File: src/rtl/rr_arbiter.sv
// rtl/rr_arbiter.sv - round-robin arbiter with registered one-hot grant and hold limit
module rr_arbiter #(
  parameter int VECT_W   = 8,
  parameter int MAX_HOLD = 4
) (
  input  logic              clk,
  input  logic              rst,
  input  logic [VECT_W-1:0] req,
  input  logic              done,
  output logic [VECT_W-1:0] grant,
  output logic              busy,
  output logic              timeout
);

  localparam int PW = (VECT_W > 1) ? $clog2(VECT_W) : 1;
  localparam int HW = (MAX_HOLD > 1) ? $clog2(MAX_HOLD) : 1;

  localparam logic [PW-1:0] LAST_IDX = PW'(VECT_W - 1);
  localparam logic [HW-1:0] LAST_CNT = HW'(MAX_HOLD - 1);

  typedef enum logic {
    IDLE,
    GRANTED
  } state_t;

  state_t            state, state_n;
  logic [PW-1:0]     ptr, ptr_n;
  logic [PW-1:0]     gidx, gidx_n;
  logic [HW-1:0]     hcnt, hcnt_n;
  logic [VECT_W-1:0] grant_n;
  logic              timeout_n;

  logic              found;
  logic [PW-1:0]     sel;
  logic              hold_last;
  logic              req_held;
  logic              release_now;
  logic              forced;

  // Circular scan starting at ptr: the first hit in rotation order wins.
  always_comb begin
    int idx;
    found = 1'b0;
    sel   = '0;
    idx   = 0;
    for (int k = 0; k < VECT_W; k++) begin
      idx = int'(ptr) + k;
      if (idx >= VECT_W) idx = idx - VECT_W;
      if (!found && req[idx]) begin
        found = 1'b1;
        sel   = PW'(idx);
      end
    end
  end

  assign hold_last   = (hcnt == LAST_CNT);
  assign req_held    = req[gidx];
  assign release_now = done || !req_held || hold_last;
  // Timeout only flags a release the hold limit alone forced.
  assign forced      = hold_last && !done && req_held;

  always_comb begin
    state_n   = state;
    ptr_n     = ptr;
    gidx_n    = gidx;
    hcnt_n    = hcnt;
    grant_n   = grant;
    timeout_n = 1'b0;
    case (state)
      IDLE: begin
        if (found) begin
          state_n = GRANTED;
          gidx_n  = sel;
          grant_n = VECT_W'(1) << sel;
          hcnt_n  = '0;
        end
      end
      GRANTED: begin
        if (release_now) begin
          state_n   = IDLE;
          grant_n   = '0;
          hcnt_n    = '0;
          ptr_n     = (gidx == LAST_IDX) ? '0 : gidx + PW'(1);
          timeout_n = forced;
        end else begin
          hcnt_n = hcnt + HW'(1);
        end
      end
      default: begin
        state_n = IDLE;
        grant_n = '0;
        hcnt_n  = '0;
      end
    endcase
  end

  always_ff @(posedge clk) begin
    if (rst) begin
      state   <= IDLE;
      ptr     <= '0;
      gidx    <= '0;
      hcnt    <= '0;
      grant   <= '0;
      timeout <= 1'b0;
    end else begin
      state   <= state_n;
      ptr     <= ptr_n;
      gidx    <= gidx_n;
      hcnt    <= hcnt_n;
      grant   <= grant_n;
      timeout <= timeout_n;
    end
  end

  assign busy = |grant;

endmodule
File: config.mk
export PLATFORM = sky130hd
export DESIGN_NAME = rr_arbiter
export DESIGN_NICKNAME = d
export VERILOG_FILES = /design/src/rtl/rr_arbiter.sv
export SDC_FILE = /design/constraint.sdc
export NUM_CORES = 1
export LEC_CHECK = 0
export CORE_ASPECT_RATIO = 1.1
export CORE_MARGIN = 3
export CORE_UTILIZATION = 30
export CTS_CLUSTER_SIZE = 10
export DETAILED_ROUTE_END_ITERATION = 8
export GPL_TIMING_DRIVEN = 0
export PLACE_DENSITY = 0.55
export SYNTH_ARGS = -nofsm -noshare
export SYNTH_HDL_FRONTEND = slang
export SYNTH_SLANG_ARGS = --single-unit
File: constraint.sdc
create_clock -name clk -period 6.05 [get_ports clk]
set_clock_uncertainty 0.2 [all_clocks]
set_input_delay 1.815 -clock clk [delete_from_list [all_inputs] [get_ports clk]]
set_output_delay 1.815 -clock clk [all_outputs]
set_load 0.02 [all_outputs]
After elaboration in Yosys (flattened, before gate mapping)
Cells that the tools add are included.
- order comparisons: 17
- $add $sub $neg: 17
- mux-type cells: 60
- reductions and logical operators: 25
- bitwise logic cells: 2
- equal/unequal tests: 4
- shifts and indexed selects: 1
- operators by type and width (kind ; count):
    32-bit by 5-bit < comparator with 1-bit output (second input constant) ; 8
    32-bit 2-to-1 mux ; 8
    4-bit by 4-bit subtractor with 5-bit output (second input constant) ; 7
    4-bit >= comparator (second input constant) ; 7
    1-bit binary-select mux with 3-bit select ; 9
    1-bit 2-to-1 mux ; 27
    3-bit 2-to-1 mux ; 9
    3-bit by 3-bit adder with 4-bit output (second input constant) ; 4
    8-bit 2-to-1 mux ; 2
    8-bit one-hot mux with 2 select lines ; 1
    1-bit logical AND ; 9
    1-bit zero test ; 9
    3-bit by 2-bit adder with 4-bit output (second input constant) ; 2
    8-bit OR reduction ; 1
    1-bit by 3-bit left shift with 8-bit output (first input constant) ; 1
    2-bit AND reduction ; 3
    3-bit by 4-bit subtractor with 5-bit output (second input constant) ; 1
    3-bit by 1-bit adder with 4-bit output (second input constant) ; 1
    3-bit by 4-bit >= comparator with 1-bit output (second input constant) ; 1
    3-bit by 4-bit < comparator with 1-bit output (second input constant) ; 1
    2-bit 2-to-1 mux ; 2
    2-bit one-hot mux with 2 select lines ; 1
    3-bit by 1-bit adder with 3-bit output (second input constant) ; 1
    3-bit equality test (second input constant) ; 1
    other kinds (8) ; 10
- output and inout port bits: 10
- bits in registers: 18
- input bits: 11

Longest topological paths before layout
Gate-level depths: netlist (run 1).
- word-level depth: 30
- mapped depth: 13
- mapped depth without buffers: 9

Worst setup path before layout (run 1)
OpenSTA, ideal clock, no wires.
- kind: input port to flip-flop
- from: input port req[2]
- to: register grant[3]
- library setup time: 0.117 ns
- setup slack: 1.736 ns
- stages on the path: 7
- data arrival time: 3.997 ns
- cell sequence: mux4_2 -> or4_4 -> nor3_4 -> a31oi_1 -> nand2b_1 -> o21ba_1 -> a32o_1
- longest elaborated chain between the ends: 28
- ends and longest elaborated chain (what ; RTL line ; source):
    start: declaration ; 8 ; input logic [VECT_W-1:0] req,
    1-bit binary-select mux with 3-bit select ; 49 ; if (!found && req[idx]) begin
    1-bit 2-to-1 mux (not written as such) (2 in series) ; 49 ;
    1-bit 2-to-1 mux ; 49 ;
    1-bit zero test ; 49 ;
    1-bit logical AND ; 49 ;
    1-bit 2-to-1 mux ; 49 ;
    1-bit zero test ; 49 ;
    1-bit logical AND ; 49 ;
    (+11 left out) ; -- ;
    1-bit logical AND ; 49 ;
    1-bit 2-to-1 mux ; 49 ;
    1-bit zero test ; 49 ;
    1-bit logical AND ; 49 ;
    3-bit 2-to-1 mux ; 49 ;
    1-bit by 3-bit left shift with 8-bit output ; 74 ; grant_n = VECT_W'(1) << sel;
    8-bit 2-to-1 mux ; 71 ; if (found) begin
    8-bit one-hot mux with 2 select lines ; 69 ; case (state)
    end signal: assignment ; 110 ; grant <= grant_n;
    end: declaration ; 10 ; output logic [VECT_W-1:0] grant,
Parallel ways exist; a longest one is shown, timed or not. The select of a mux whose other input is x is not followed.
A chain may end at the register's enable or synchronous reset.

Worst setup path after layout (run 1)
- from: input port req[7]
- to: register grant[7]
The elaborated chain is that of the path after synthesis.

==> reports/results.ini, run 1 <==
[global_routing]
grt_util_all_layers=0.137
grt-ovfl-total=0
grt_pass1_vias=1550
antenna_found_initial=0
grt_max_degree=11
grt_pass1_wl_um=7810

[timing]
setup_viol=0
hold_slack_ns=0.258
min_period_ns=4.96
hold_viol=0
slew_viol_final=0
rsz0062_at_grt=no
setup_tns_ns=0
slew_headroom=0.549
fmax_mhz=201
worst_pin_slew_ns=0.671
timing.final.crit_share=0.820

[cts]
clk_latency_ns=0.24
hold_buffers=0
cts_buffer_depth=2
cts_resized=0
path_clk_slew_ns=0.06
cts_setup_buffers=0
ctsRootBufferMaster=clkbuf_8
htree_levels=1
cts_made_buffers=3
cts_sinks=18
cts_tree=yes

[power_and_ir_drop]
p_leak_nw=0.731
ir_drop_uv=124
powerDensity_nw_per_um2=266

[critical_path]
slowest_stage=mux4_2
cp-end-kind=flop
worst-path-buf-inv=1
cpPeakStageDelay_ns=0.59
path_max_fanout=10
cp_cell_sequence=clkdlybuf4s50_1 > mux4_2 > or4_4 > nor3_4 > a31oi_1 > nand2b_1 > o21ba_1 > a32o_1
critical_path.top_delay_family=simple AND/OR/NAND/NOR gates
critPathArrivalTime_ns=4.90
path_class=in2reg
startpoint_type=input pin
crit_required_ns=5.99

[die]
core_um2=5810
dieArea_um2=7000
ioPinCount=21
start_util=0.311
num_rows=29
die_h_um=87.4
die_w_um=80.0

[layout]
final_layout_size_suffix_gt1_frac=0.190
syn2layout_area_growth_pct=18.7
diodes=0
fin_nets=228

[yosys]
ys_seq_area_frac=0.199
synth.distinct_cells=51
ys_seq_elements=18
synthCells=187
ys_async_sr_fraction=0
ys_warn_count=0
synthFlopType=dfxtp_1
synth_top_family_by_area=multiplexers
synthSimpleGateAreaFrac=0.202
synth_compound_area_frac=0.179
synth_nets=203
synthTopCellsByArea=dfxtp_1 20%, mux4_2 19%, mux2i_1 6.1%
synth_edf_count=0
syn_avg_cell_area_um2=9.67
synth.area.mux_share=0.318
synthAdderAreaFrac=0.0346
yosys.area_share.xor_xnor=0.0194
synth_area_um2=1810
synth_top_area_frac=0.199
synth_top_area_cell=dfxtp_1

[flow_run]
cap_violations=0

[route]
via_per_inst=5.66
drtPass1Iterations=5
wirelength_um=4410
drc_errors=0
wl_per_cell_um=15.4
vias=1624
drtIter0Drc=99
ant_nets=0

[worst_hold_path]
hp-class=reg2reg

[status]
status=finished clean

[place]
dp_hpwl_um=3480
gp_congestion=0.829
io_buffer_count=20

[cells in the mapped netlist, types with 5 or more instances]
cell type,number
inv_1,5
ha_1,5
mux2_2,7
dfxtp_1,18
nor3_1,5
nor2_1,19
nand2_1,19
a31oi_1,5
mux2i_1,11
mux4_2,15
a21oi_1,5
[cell families (layout without fill, tap and decap cells)]
logic type      Yosys count  count (layout)
simple gates             70              70
compound gates           38              38
mux                      37              37
flops                    18              18
buf+inv                  15              38
fa+ha+maj                 5               5
xor+xnor                  4               4
[sequential cells by signal (all words and copies together), names as in the netlist]
register and flops:
grant 8, gidx 3, ptr 3, hcnt 2, state 1, timeout 1
[cell usage in the layout, fill, tap and decap left out, types with 5 or more instances in the layout]
master	netlist	layout
ha_1	5	5
mux2_2	7	7
a31oi_1	5	5
inv_1	5	5
mux2i_1	11	11
dfxtp_1	18	18
a21oi_1	5	5
nor3_1	5	5
mux4_2	15	15
nor2_1	19	19
clkdlybuf4s50_1	0	20
nand2_1	19	19
[metal layers]
| metal | global-route usage | wire [µm] | vias up |
|---|---|---|---|
| met1 | 0.190 | 2070 | 787 |
| met5 | 0 | 0 | - |
| li1 | - | - | 785 |
| met4 | 0.0246 | 68 | 0 |
| met3 | 0.0228 | 171 | 6 |
| met2 | 0.226 | 2090 | 46 |
[worst min-delay path, cell delays in order, from the launching register on]
cell     delay [ns]
dfxtp_1        0.31
nand2_1        0.05
a21oi_1        0.05
[power by group]
| group | switching (mW) | internal, mW | leakage, nW |
|---|---|---|---|
| clock network | 0.0353 | 0.0441 | 0.0216 |
| registers | 0.0145 | 0.133 | 0.147 |
| logic | 0.185 | 0.159 | 0.563 |
[cell type report]
| class | instances | area [µm²] |
|---|---|---|
| repair buffers | 20 | 200 |
| well taps | 77 | 96.3 |
| inverters | 6 | 22.5 |
| multi-input cells | 154 | 1360 |
| plain buffers | 9 | 63.8 |
| clock buffers | 3 | 41.3 |
| flip-flops and latches | 18 | 360 |
| fillers | 633 | 3660 |
[worst paths after layout]
kind                                      startpoint  slack [ns]  depth (start not counted)               endpoint
worst max-delay path                          req[7]        1.09                          8  grant[7]$_SDFFE_PP0P_
worst min-delay path            hcnt[1]$_SDFFE_PP0P_        0.26                          2   hcnt[1]$_SDFFE_PP0P_
worst max register to register   ptr[1]$_SDFFE_PP0P_        1.72                         11  grant[7]$_SDFFE_PP0P_
worst min register to register  hcnt[1]$_SDFFE_PP0P_        0.26                          2   hcnt[1]$_SDFFE_PP0P_
[metrics by stage]
step           std cells  utilization  cell area, µm²  setup slack (ns)  power [mW]
2_1_floorplan        187            -            1810              1.74       0.406
3_3_place_gp         284        0.363            2100             0.847       0.494
3_5_place_dp         284        0.363            2100             0.841       0.493
4_1_cts              287        0.370            2150              1.11       0.576
5_1_grt              287        0.370            2150             0.897       0.616
6_report             287        0.370            2150              1.09       0.571
No activity file was read; power rests on OpenSTA's default activity.
==> run 2, diff against run 1 <==
PLACE_DENSITY = 0.57   (was 0.55)
clock period = 4.1 ns   (was 6.05 ns; I/O delays follow)
==> run 2 against run 1 <==
Sequential power rose by 48%. Combinational power rose by 59%. Global-route usage rose by 0.37 points. Clock-buffer cell count rose by 1. Core utilization rose by 1.8 points. Cell count rose by 3.1%. Routed wire length rose by 6.9%. Die area did not move. Via count rose by 1.8%. Largest power group unchanged.
==> reports/results.ini, run 2 (synthesized netlist as in run 1, its figures left out) <==
[route]
vias=1653  ; +1.8%
drtPass1Iterations=4  ; -1
wirelength_um=4710  ; +6.9%
drtIter0Drc=98  ; -1.0%
ant_nets=0  ; unchanged
drc_errors=0  ; unchanged
via_per_inst=5.58  ; -1.3%
wl_per_cell_um=15.9  ; +3.6%

[global_routing]
grt_util_all_layers=0.141  ; +0.00366
grt_pass1_wl_um=7990  ; +2.3%
grt_max_degree=11  ; unchanged
grt-ovfl-total=0  ; unchanged
grt_pass1_vias=1615  ; +4.2%
antenna_found_initial=0  ; unchanged

[die]
core_um2=5810  ; unchanged
start_util=0.311  ; unchanged
die_h_um=87.4  ; unchanged
dieArea_um2=7000  ; unchanged
num_rows=29  ; unchanged
die_w_um=80.0  ; unchanged
ioPinCount=21  ; unchanged

[layout]
syn2layout_area_growth_pct=24.4
fin_nets=236  ; +3.5%
final_layout_size_suffix_gt1_frac=0.265  ; +0.0744
final_cell_mix=19 x nand2_1, 18 x nor2_1, 17 x dfxtp_1
diodes=0  ; unchanged
largest_reg_flops=8  ; unchanged
regMostFlops=grant
fin_cells=296  ; +3.1%
ff_latch_area_um2=362  ; +0.35%
final_common_cell=nand2_1
reg_top3=grant x8, gidx x3, ptr x3
multi_input_area_um2=1400  ; +3.1%
nFillCells=611  ; -3.5%

[critical_path]
cp-end-kind=flop
startpoint_type=input pin
cpPeakStageDelay_ns=0.58  ; about the same
critPathArrivalTime_ns=3.94  ; -0.96 ns
cp_cell_sequence=dlygate4sd2_1 > mux4_2 > or4_4 > or3_1 > o221a_1 > a21oi_4 > nor2_2 > o41ai_1
path_max_fanout=10  ; unchanged
worst-path-buf-inv=1  ; unchanged
crit_required_ns=4.06  ; -1.93 ns
path_class=in2reg
slowest_stage=or4_4
critical_path.top_delay_family=simple AND/OR/NAND/NOR gates

[cts]
clk_latency_ns=0.25  ; about the same
hold_buffers=0  ; unchanged
path_clk_slew_ns=0.07  ; about the same
cts_tree=yes
ctsRootBufferMaster=clkbuf_8
cts_buffer_depth=2  ; unchanged
htree_levels=1  ; unchanged
cts_made_buffers=3  ; unchanged
cts_sinks=18  ; unchanged

[timing]
setup_tns_ns=0  ; unchanged
min_period_ns=3.98
hold_viol=0  ; unchanged
fmax_mhz=251
worst_pin_slew_ns=0.706  ; +0.0349 ns
timing.final.crit_share=0.971
rsz0062_at_grt=no
slew_headroom=0.525  ; -0.0234
slew_viol_final=0  ; unchanged
setup_viol=0  ; unchanged

[power_and_ir_drop]
p_leak_nw=0.806  ; +10%
ir_drop_uv=228  ; +83%
powerDensity_nw_per_um2=405  ; +52%
power_uw=910  ; +59%

[status]
status=finished clean

[place]
gp_congestion=0.805  ; -2.9%
dp_hpwl_um=3520  ; +1.1%
place_inst=284  ; unchanged
io_buffer_count=20  ; unchanged

[worst_hold_path]
hp-class=reg2reg

[flow_run]
cap_violations=0  ; unchanged

run 2: cell count changes in the layout (fill, tap and decap cells not counted), sizes merged:
cell           change
clkdlybuf4s50      -8
clkbuf             +3
buf                +8
dlygate4sd2        +6
run 2: where the power goes:
| part | internal, mW | switching, mW | leakage (nW) |
|---|---|---|---|
| Sequential | 0.196 | 0.0222 | 0.147 |
| Combinational | 0.257 | 0.290 | 0.631 |
| Clock | 0.0853 | 0.0603 | 0.0288 |
run 2: worst reg2reg max path, stage by stage, from the launching register on:
cell and delay (ns):
dfxtp_1 0.37, buf_6 0.16, buf_6 0.16, inv_2 0.11, ha_1 0.31, buf_6 0.14
buf_6 0.17, mux2_4 0.32, mux4_2 0.57, and4_1 0.23, or4_1 0.52, o21a_4 0.26
o41ai_1 0.30
run 2: per-stage QoR:
| stage | utilization | setup slack [ns] | hold WS [ns] | area (µm²) |
|---|---|---|---|---|
| finish | 0.388 | 0.120 | 0.260 | 2250 |
| global route | 0.388 | 0.00268 | 0.294 | 2250 |
| CTS | 0.377 | 0.0939 | 0.264 | 2190 |
| detailed placement | 0.363 | -0.515 | 0.253 | 2100 |
| global placement | 0.363 | -0.552 | 0.247 | 2100 |
| floorplan | - | 0.355 | 0.236 | 1810 |
run 2: final timing paths:
kind	from	endpoint	slack (ns)	cells past startpoint
hold reg to reg	hcnt[1]$_SDFFE_PP0P_	hcnt[1]$_SDFFE_PP0P_	0.26	2
hold / removal	hcnt[1]$_SDFFE_PP0P_	hcnt[1]$_SDFFE_PP0P_	0.26	2
setup / recovery	req[7]	grant[1]$_SDFFE_PP0P_	0.12	8
setup reg to reg	ptr[0]$_SDFFE_PP0P_	grant[1]$_SDFFE_PP0P_	0.20	12
run 2: what timing repair did:
action | 4_1_cts | 5_1_grt
setup endpoints to repair | 9 | 10
gates resized for setup | 10 | 13
buffers inserted | 4 | 4
run 2: layout make-up:
type	count	area share
clock buffers	4	0.0245
plain buffers	9	0.0300
flip-flops and latches	18	0.161
multi-input cells	154	0.624
repair buffers	28	0.108
inverters	6	0.0100
well taps	77	0.0428
run 2: layer usage:
layer | share of wire | track usage
met4 | 0.0049 | 0.0200
met5 | 0 | 0
met1 | 0.48 | 0.197
met3 | 0.027 | 0.0269
met2 | 0.49 | 0.229
